**src/rtl/fqmul_arbiter.sv**
```systemverilog
// Round-robin share of one fqmul among NREQ requesters (define FQMUL_ARB_FIXED_PRIO_EN for fixed priority).
// Accept-to-rsp_valid latency MUL_LAT+2; no response backpressure; flush blocks grants and drains in-flight ops.
module fqmul_arbiter #(
   parameter int NREQ    = 2,
   parameter int MUL_LAT = 2,
   localparam int TAG_W  = (NREQ > 1) ? $clog2(NREQ) : 1
) (
   input  logic                 clk,
   input  logic                 reset,
   input  logic [NREQ-1:0]      req_valid,
   input  logic [16*NREQ-1:0]   req_a,
   input  logic [16*NREQ-1:0]   req_b,
   output logic [NREQ-1:0]      req_ready,
   output logic [NREQ-1:0]      rsp_valid,
   output logic signed [15:0]   rsp_t,
   output logic                 mul_set,
   output logic signed [15:0]   mul_a,
   output logic signed [15:0]   mul_b,
   input  logic signed [15:0]   mul_t,
   input  logic                 flush,
   output logic                 flush_done,
   output logic                 busy
);

   typedef enum logic [1:0] {IDLE, ACTIVE, DRAIN} state_t;

   typedef struct packed {
      logic             vld;
      logic [TAG_W-1:0] tag;
   } tag_t;

   state_t           state, state_nxt;
   tag_t             pipe [0:MUL_LAT];
   logic [TAG_W-1:0] iss_tag;
   logic [TAG_W-1:0] gnt_idx;
   logic             accept;
   logic             allow;
   logic             busy_nxt;
   logic             fd_nxt;
`ifndef FQMUL_ARB_FIXED_PRIO_EN
   logic [TAG_W-1:0] ptr;
`endif

   always_comb begin
      req_ready = '0;
      gnt_idx   = '0;
      allow     = (state != DRAIN) && !flush;
`ifdef FQMUL_ARB_FIXED_PRIO_EN
      // scan downwards so the lowest valid index is the one left standing
      for (int i = NREQ - 1; i >= 0; i--) begin
         if (req_valid[i]) gnt_idx = TAG_W'(i);
      end
`else
      for (int k = NREQ - 1; k >= 0; k--) begin
         if (req_valid[(int'(ptr) + k) % NREQ]) gnt_idx = TAG_W'((int'(ptr) + k) % NREQ);
      end
`endif
      accept = allow && (|req_valid);
      if (accept) req_ready[gnt_idx] = 1'b1;
   end

   // busy_nxt is what busy will read after the coming edge; the FSM leaves ACTIVE on its fall
   always_comb begin
      busy     = mul_set;
      busy_nxt = accept | mul_set;
      for (int i = 0; i <= MUL_LAT; i++) begin
         busy = busy | pipe[i].vld;
         if (i < MUL_LAT) busy_nxt = busy_nxt | pipe[i].vld;
      end
   end

   always_comb begin
      state_nxt = state;
      fd_nxt    = 1'b0;
      case (state)
         IDLE: begin
            if (accept) state_nxt = ACTIVE;
            else if (flush && !flush_done) fd_nxt = 1'b1;
         end
         ACTIVE: begin
            if (flush) state_nxt = DRAIN;
            else if (!busy_nxt) state_nxt = IDLE;
         end
         DRAIN: begin
            if (!busy) begin
               fd_nxt    = 1'b1;
               state_nxt = IDLE;
            end
         end
         default: state_nxt = IDLE;
      endcase
   end

   always_ff @(posedge clk or posedge reset) begin
      if (reset) begin
         state      <= IDLE;
         mul_set    <= 1'b0;
         mul_a      <= '0;
         mul_b      <= '0;
         iss_tag    <= '0;
         rsp_valid  <= '0;
         rsp_t      <= '0;
         flush_done <= 1'b0;
         for (int i = 0; i <= MUL_LAT; i++) pipe[i] <= '0;
`ifndef FQMUL_ARB_FIXED_PRIO_EN
         ptr        <= '0;
`endif
      end else begin
         state      <= state_nxt;
         flush_done <= fd_nxt;
         mul_set    <= accept;
         if (accept) begin
            mul_a   <= req_a[16*int'(gnt_idx) +: 16];
            mul_b   <= req_b[16*int'(gnt_idx) +: 16];
            iss_tag <= gnt_idx;
`ifndef FQMUL_ARB_FIXED_PRIO_EN
            ptr     <= (int'(gnt_idx) == NREQ - 1) ? '0 : gnt_idx + 1'b1;
`endif
         end
         // tag rides alongside the fqmul pipe, entering as the multiplier samples its operands
         pipe[0].vld <= mul_set;
         pipe[0].tag <= iss_tag;
         for (int i = 1; i <= MUL_LAT; i++) pipe[i] <= pipe[i-1];
         rsp_valid <= '0;
         if (pipe[MUL_LAT].vld) begin
            rsp_valid[pipe[MUL_LAT].tag] <= 1'b1;
            rsp_t                        <= mul_t;
         end
      end
   end

endmodule

```
**config.mk**
```make
export PLATFORM = sky130hd
export DESIGN_NAME = fqmul_arbiter
export DESIGN_NICKNAME = d
export VERILOG_FILES = /design/src/rtl/fqmul_arbiter.sv
export SDC_FILE = /design/constraint.sdc
export NUM_CORES = 1
export LEC_CHECK = 0
export CAP_MARGIN = 20
export CORE_UTILIZATION = 29
export DETAILED_ROUTE_END_ITERATION = 7
export GPL_ROUTABILITY_DRIVEN = 0
export PLACE_DENSITY_LB_ADDON = 0.05
export SLEW_MARGIN = 20
export SYNTH_ARGS = -nofsm -noshare
export SYNTH_HDL_FRONTEND = slang
export SYNTH_SLANG_ARGS = --single-unit
```
**constraint.sdc**
```tcl
create_clock -name clk -period 2.5 [get_ports clk]
set_input_delay 0.625 -clock clk [delete_from_list [all_inputs] [get_ports clk]]
set_output_delay 0.625 -clock clk [all_outputs]
set_load 0.05 [all_outputs]
```
* Word-level counts from Yosys, hierarchy flattened *
Index checks and enable logic that the tools add are counted.

word-level totals
  output and inout bits = 55
  bits in registers = 62
  memories = 0
  RAM bits = 0
  input port bits = 85
  memory bits (read-only) = 0
  logic and storage cells = 71
  latch bits = 0

operators by class
  equality and inequality tests = 6
  $mul = 0
  reduce and logical (&&, ||, !) cells = 10
  mux-type cells = 23
  magnitude comparators = 6
  bitwise gates (word level) = 7
  shifts and indexed selects = 2
  $add $sub $neg = 2
  div/mod/pow operators = 0

operators by type and width
  kind                                                                   count
  32-bit by 6-bit indexed part select with 16-bit output                 2
  1-bit 2-to-1 mux                                                       13
  2-bit 2-to-1 mux                                                       6
  1-bit by 2-bit < comparator with 1-bit output, second input constant   3
  2-bit inequality test, second input constant                           3
  1-bit bitwise OR                                                       6
  2-bit one-hot mux with 3 select lines                                  1
  1-bit logical AND                                                      5
  2-bit by 3-bit < comparator with 1-bit output, second input constant   1
  3-bit inequality test, second input constant                           1
  3-bit AND reduction                                                    1
  1-bit adder, second input constant                                     2
  1-bit demux with 1-bit select                                          2
  2-bit by 1-bit equality test with 1-bit output, second input constant  1
  2-bit equality test, second input constant                             1
  1-bit greater-or-equal comparator, second input constant               2
  1-bit logical NOT                                                      2
  2-bit logical NOT                                                      1
  1-bit one-hot mux with 2 select lines                                  1
  2-bit OR reduction                                                     1
  1-bit bitwise AND, first input constant                                1

* Longest topological paths before layout *
Gate-level depths: netlist of the first run.

  word-level depth = 12
  gate-level depth with buffers = 5
  mapped depth without buffers = 3

* Least setup slack after synthesis of the first run *
No wires, ideal clock.

  kind = input-to-output
  start = input flush
  end = output req_ready[1]
  required time = 1.875 ns
  path slack = 0.328 ns
  stages = 3
  buffers on the path = 2
  arrival time = 1.547 ns
  cell sequence = buf_2 > a2111oi_4 > buf_6

between the ends
  longest elaborated chain between the ends = 4

RTL lines
  item               line  text
  from (decl)        20    input logic flush,
  1-bit logical NOT  47    allow = (state != DRAIN) && !flush;
  1-bit logical AND  47
  1-bit logical AND  58    accept = allow && (|req_valid);
  2-bit 2-to-1 mux   59    if (accept) req_ready[gnt_idx] = 1'b1;
  to (decl)          13    output logic [NREQ-1:0] req_ready,

No other way between the ends.

* Worst setup path in the final report of the first run *
Same ends and word-level chain as after synthesis.

==> results_dict.tcl, run 1 <==
set metrics [dict create \
    tns_ps 0 \
    cts.path.max_buffers 2 \
    syn2layout_area_growth_pct 64.5 \
    cp_max_fo 4 \
    die_x_um 97.3 \
    finalHoldViolCount 0 \
    antenna_found_initial 0 \
    yosysWarnings 0 \
    totalWireLength_um 7410 \
    avgSynthCellArea_sq_um 14.3 \
    post_cts_buffers 0 \
    crit_arrival_ps 1800 \
    final_common_cell "clkdlybuf4s50_1" \
    post_cts_resized 0 \
    grt_pass1_vias 2381 \
    switching_share_pct 42.5 \
    cts_root_buffer "clkbuf_8" \
    drtPass1Iterations 4 \
    vias 2209 \
    layout.nets 410 \
    vias_per_cell 5.04 \
    p_int_mw 2.72 \
    cts.sink_count 62 \
    power_switching_mw 2.01 \
    drive_gt1_share_pct 14.5 \
    p_comb_share_pct 49.8 \
    antenna_cells 0 \
    finalPower_mw 4.74 \
    final_cell_mix "clkdlybuf4s50_1 (136), dfrtp_1 (62), o31a_1 (32), a221o_1 (32), mux2_2 (16)" \
    syn_area_sq_mm 0.00264 \
    fin_crit_ps 2430 \
    netlist_instances 185 \
    netlist-cell-type-count 22 \
    drv_cap 0 \
    seq_power_share_pct 31.3 \
    insertion_delay_ps 340 \
    holdCritPathClass "reg2reg" \
    clk_pin_slew_ps 80 \
    nFillCells 813 \
    portBuffers 139 \
    slew_headroom_pct 63.7 \
    grt_pass1_wl_um 12100 \
    run_status "finished, final reports clean" \
    holdPathStages 0 \
    setup_viol 0 \
    routedWlPerCell_um 16.9 \
    ys_ff_latch 62 \
    end_kind "output pin" \
    grt_util_all_layers_pct 16.3 \
    drt_iter0_drc 48 \
    clock_power_share_pct 18.9 \
    dpl.hpwl_um 4980 \
    critPathKind "in2out" \
    fin_skew_ps 6.80 \
    postCtsHoldBufs 0 \
    p_leak_nw 1.75 \
    num_io_pins 140 \
    synth_seq_area_share_pct 58.9 \
    cts_buffers 9 \
    cts_tree "built" \
    rows 34 \
    worstPathRequired_ps 1880 \
    initial_utilization_pct 30.1 \
    vdd_drop_max_mv 0.403 \
    rsz0062_at_grt "no" \
    htree_levels 3 \
    dieArea_sq_mm 0.00948 \
    drv_slew 0 \
    grt_overflow 0 \
    r2r_cells 4 \
    power_density_mw_per_mm2 1090 \
    synth_fp_nets 270 \
    core_sq_mm 0.00876 \
    startpoint_type "primary input" \
    ant_nets 0 \
    worst_slew_pin_slew_ps 543 \
    min_period_over_period_pct 97.1 \
    grt_max_degree 39 \
    fmax_mhz 412 \
    die_y_um 97.3 \
    drcViolationCount 0 \
]
through the flow:
step	util, %	std cells	area, sq um	worst slack, ps	hold slack [ps]
finish	49.5	438	4340	72.5	351
CTS	49.5	438	4340	72.1	354
global route	49.5	438	4340	30.5	360
detailed placement	47.2	422	4140	72.1	335
global placement	47.2	422	4140	94.5	332
floorplan	-	185	2640	328	331
Yosys cell counts:
master / number / share of area [%]
a2111oi_4: 2 / 2.1
a211oi_1: 1 / 0.28
a21oi_1: 3 / 0.57
a221o_1: 32 / 12
and2_1: 1 / 0.24
buf_1: 1 / 0.14
buf_2: 2 / 0.38
buf_6: 7 / 3.0
clkbuf_1: 9 / 1.3
dfrtp_1: 62 / 59
inv_1: 7 / 1.0
mux2_2: 16 / 6.8
nand2_1: 1 / 0.14
nor2_1: 2 / 0.28
nor2b_1: 1 / 0.24
nor2b_4: 1 / 0.52
nor3b_1: 1 / 0.28
nor4_1: 1 / 0.24
o2bb2ai_1: 1 / 0.33
o31a_1: 32 / 11
o31ai_1: 1 / 0.28
or3_1: 1 / 0.24
flip-flops by register name, indices dropped and copies added (netlist names):
name	flops
mul_a	16
mul_b	16
rsp_t	16
pipe	6
rsp_valid	2
state	2
flush_done	1
iss_tag	1
mul_set	1
ptr	1
worst paths after layout:
kind                          start      endpoint  slack (ps)
max in group asynchronous     reset      rsp_t[7]        1360
max reg2reg                state[1]     mul_a[10]         800
max                           flush  req_ready[1]          70
min in group asynchronous     reset      mul_a[8]         590
min                         pipe[4]       pipe[2]         350
min reg2reg                 pipe[4]       pipe[2]         350
kinds of logic after synthesis:
logic type / count (synthesis) / share of synthesized area (%)
AOI/OAI and AO/OA: 72 / 26.3
muxes: 16 / 6.83
and+or+nand+nor: 9 / 2.18
DFF: 62 / 58.9
buffers and inverters: 26 / 5.79
per-layer routing:
metal / GRT usage, % / wire, um / share of wire, %
met5: 0 / 0 / 0
met3: 5.76 / 573 / 7.7
met2: 26.9 / 3730 / 50
met1: 19.3 / 2990 / 40
met4: 6.90 / 105 / 1.4
worst max-delay path: stages:
cell             delay (ps)
clkdlybuf4s50_1         530
a2111oi_4               450
buf_12                  190
power by group through the flow:
stage / registers (mW) / logic [mW] / clock network (mW)
3_5_place_dp: 1.50 / 2.38 / 0
2_1_floorplan: 2.44 / 0.596 / 0
3_3_place_gp: 1.49 / 2.37 / 0
4_1_cts: 1.49 / 2.38 / 0.934
5_1_grt: 1.53 / 2.47 / 0.969
6_report: 1.48 / 2.36 / 0.896
final cells by class:
cell class / instances / area (sq um) / share of cell area (%)
clock inverter: 5 / 58.8 / 1.36
multi-input combinational: 97 / 935 / 21.6
clock buffer: 11 / 141 / 3.26
inverter: 7 / 26.3 / 0.606
tap: 108 / 135 / 3.12
timing repair buffer: 148 / 1490 / 34.3
sequential: 62 / 1550 / 35.8
No activity file was read; power rests on OpenSTA's default activity.
==> run 2, diff against run 1 <==
--- a/config.mk
+++ b/config.mk
@@ -6,11 +6,11 @@
 export NUM_CORES = 1
 export LEC_CHECK = 0
 export CAP_MARGIN = 20
-export CORE_UTILIZATION = 29
+export CORE_UTILIZATION = 39
 export DETAILED_ROUTE_END_ITERATION = 7
 export GPL_ROUTABILITY_DRIVEN = 0
 export PLACE_DENSITY_LB_ADDON = 0.05
-export SLEW_MARGIN = 20
+export RECOVER_POWER = 50
 export SYNTH_ARGS = -nofsm -noshare
 export SYNTH_HDL_FRONTEND = slang
 export SYNTH_SLANG_ARGS = --single-unit
==> results_dict.tcl, run 2 (synthesized netlist as in run 1, its figures left out) <==
set metrics [dict create \
    worstPathRequired_ps 1880 \
    drtPass1Iterations 6 \
    min_period_over_period_pct 92.5 \
    antenna_cells 0 \
    die_x_um 84.2 \
    portBuffers 139 \
    grt_pass1_wl_um 11100 \
    final_common_cell "clkdlybuf4s50_1" \
    fin_util_pct 66.8 \
    fmax_mhz 432 \
    cts_buffers 9 \
    critPathKind "in2out" \
    routedWlPerCell_um 16.6 \
    dp.cells 391 \
    wl_met1_um 2810 \
    rows 29 \
    grt_util_all_layers_pct 19.9 \
    worst_slew_pin_slew_ps 914 \
    final_cell_mix "clkdlybuf4s50_1 (133), dfrtp_1 (62), o31a_1 (32), a221o_1 (32), mux2_2 (16)" \
    reg.largest.list "mul_a (16), mul_b (16), rsp_t (16)" \
    initial_utilization_pct 41.0 \
    drive_gt1_share_pct 14.2 \
    finalHoldViolCount 0 \
    fin_skew_ps 6.81 \
    htree_levels 3 \
    fin_crit_ps 2310 \
    r2r_slack_ps 820 \
    route.met2.wl_um 3280 \
    min_from "pipe[4]" \
    r2r_cells 4 \
    holdPathEnd "pipe[2]" \
    power_density_mw_per_mm2 1090 \
    hold_slack_ps 352 \
    nFillCells 509 \
    grt_overflow 0 \
    syn2layout_area_growth_pct 62.7 \
    postCtsHoldBufs 0 \
    cts_root_buffer "clkbuf_8" \
    cp_max_fo 4 \
    r2r-end "mul_a[11]" \
    startpoint_type "primary input" \
    crit_arrival_ps 1690 \
    wl_met3_um 587 \
    multiInputGateArea_sq_um 935 \
    dieArea_sq_mm 0.00709 \
    run_status "finished, violations left" \
    holdPathStages 0 \
    seqCellArea_sq_mm 0.00155 \
    insertion_delay_ps 330 \
    cts.path.max_buffers 2 \
    drt_iter0_drc 107 \
    tns_ps 0 \
    stdcell_count 407 \
    rsz0062_at_grt "no" \
    core_sq_mm 0.00642 \
    totalWireLength_um 6750 \
    ant_nets 0 \
    dpl.hpwl_um 4670 \
    grt_max_degree 35 \
    holdCritPathClass "reg2reg" \
    setup_viol 0 \
    violations "design-rule violations" \
    rr_startpoint "state[1]" \
    cts.sink_count 62 \
    drcViolationCount 10 \
    cts_tree "built" \
    die_y_um 84.2 \
    clk_pin_slew_ps 70 \
    drv_cap 0 \
    slew_headroom_pct 39.1 \
    maxUsedRoutingLayer "met4" \
    drv_slew 0 \
    antenna_found_initial 0 \
    vias_per_cell 5.32 \
    vdd_drop_max_mv 0.480 \
    grt_pass1_vias 2196 \
    p_leak_nw 1.75 \
    end_kind "output pin" \
    layout.nets 410 \
    vias 2164 \
    num_io_pins 140 \
]
run 2: cell types whose count changed in the layout (fill, tap and decap cells not counted), sizes merged:
cell,before,now
clkdlybuf4s50,136,133
clkbuf,11,13
clkinv,2,1
buf,12,8
clkinvlp,2,4
dlymetal6s2s,0,2
dlygate4sd3,0,1
inv,7,8
run 2: metrics by stage:
| step | worst slack (ps) | power (mW) | instance area [sq um] |
|---|---|---|---|
| 2_1_floorplan | 328 | 3.04 | 2640 |
| 6_report | 187 | 4.70 | 4290 |
| 3_3_place_gp | 65.5 | 3.85 | 4120 |
| 3_5_place_dp | 54.3 | 3.87 | 4120 |
| 5_1_grt | 119 | 4.91 | 4290 |
| 4_1_cts | 33.6 | 4.76 | 4320 |
run 2: per-layer routing:
metal | track usage, % | up-vias
met5 | 0 | -
met4 | 7.05 | 0
met3 | 5.51 | 7
met2 | 30.7 | 97
met1 | 27.2 | 1044
li1 | - | 1016
run 2: layout make-up:
cell class,count,share of cell area (%)
multi-input combinational,97,21.8
tap,77,2.25
timing repair buffer,148,34.6
sequential,62,36.2
clock inverter,7,1.72
inverter,7,0.613
clock buffer,9,2.89
run 2: how the worst max path moves through the flow:
stage	endpoint	startpoint	slack (ps)
floorplan	flush_done	reset	330
global placement	req_ready[1]	flush	70
detailed placement	req_ready[0]	flush	50
CTS	req_ready[0]	flush	30
global route	req_ready[1]	flush	120
finish	req_ready[0]	flush	190
run 2: worst max-delay path, stage by stage:
cell and delay, ps:
clkdlybuf4s50_1 530, a2111oi_4 340, buf_12 190
run 2: repair_timing:
item,CTS,global route
setup buffers,0,0
resized for setup,0,2
setup endpoints to repair,0,2
run 2: report_power, final:
group	leakage [nW]	total (mW)	switching, mW	internal (mW)
clock network	0.0879	0.869	0.408	0.461
logic	0.914	2.35	1.43	0.919
registers	0.752	1.48	0.170	1.31
total	1.75	4.70	2.00	2.69
==> run 3, diff against run 2 <==
--- a/config.mk
+++ b/config.mk
@@ -11,6 +11,7 @@
 export GPL_ROUTABILITY_DRIVEN = 0
 export PLACE_DENSITY_LB_ADDON = 0.05
 export RECOVER_POWER = 50
+export SLEW_MARGIN = 15
 export SYNTH_ARGS = -nofsm -noshare
 export SYNTH_HDL_FRONTEND = slang
 export SYNTH_SLANG_ARGS = --single-unit
==> results of run 3 <==
Final layout, timing and power as in run 2 (identical DEF).
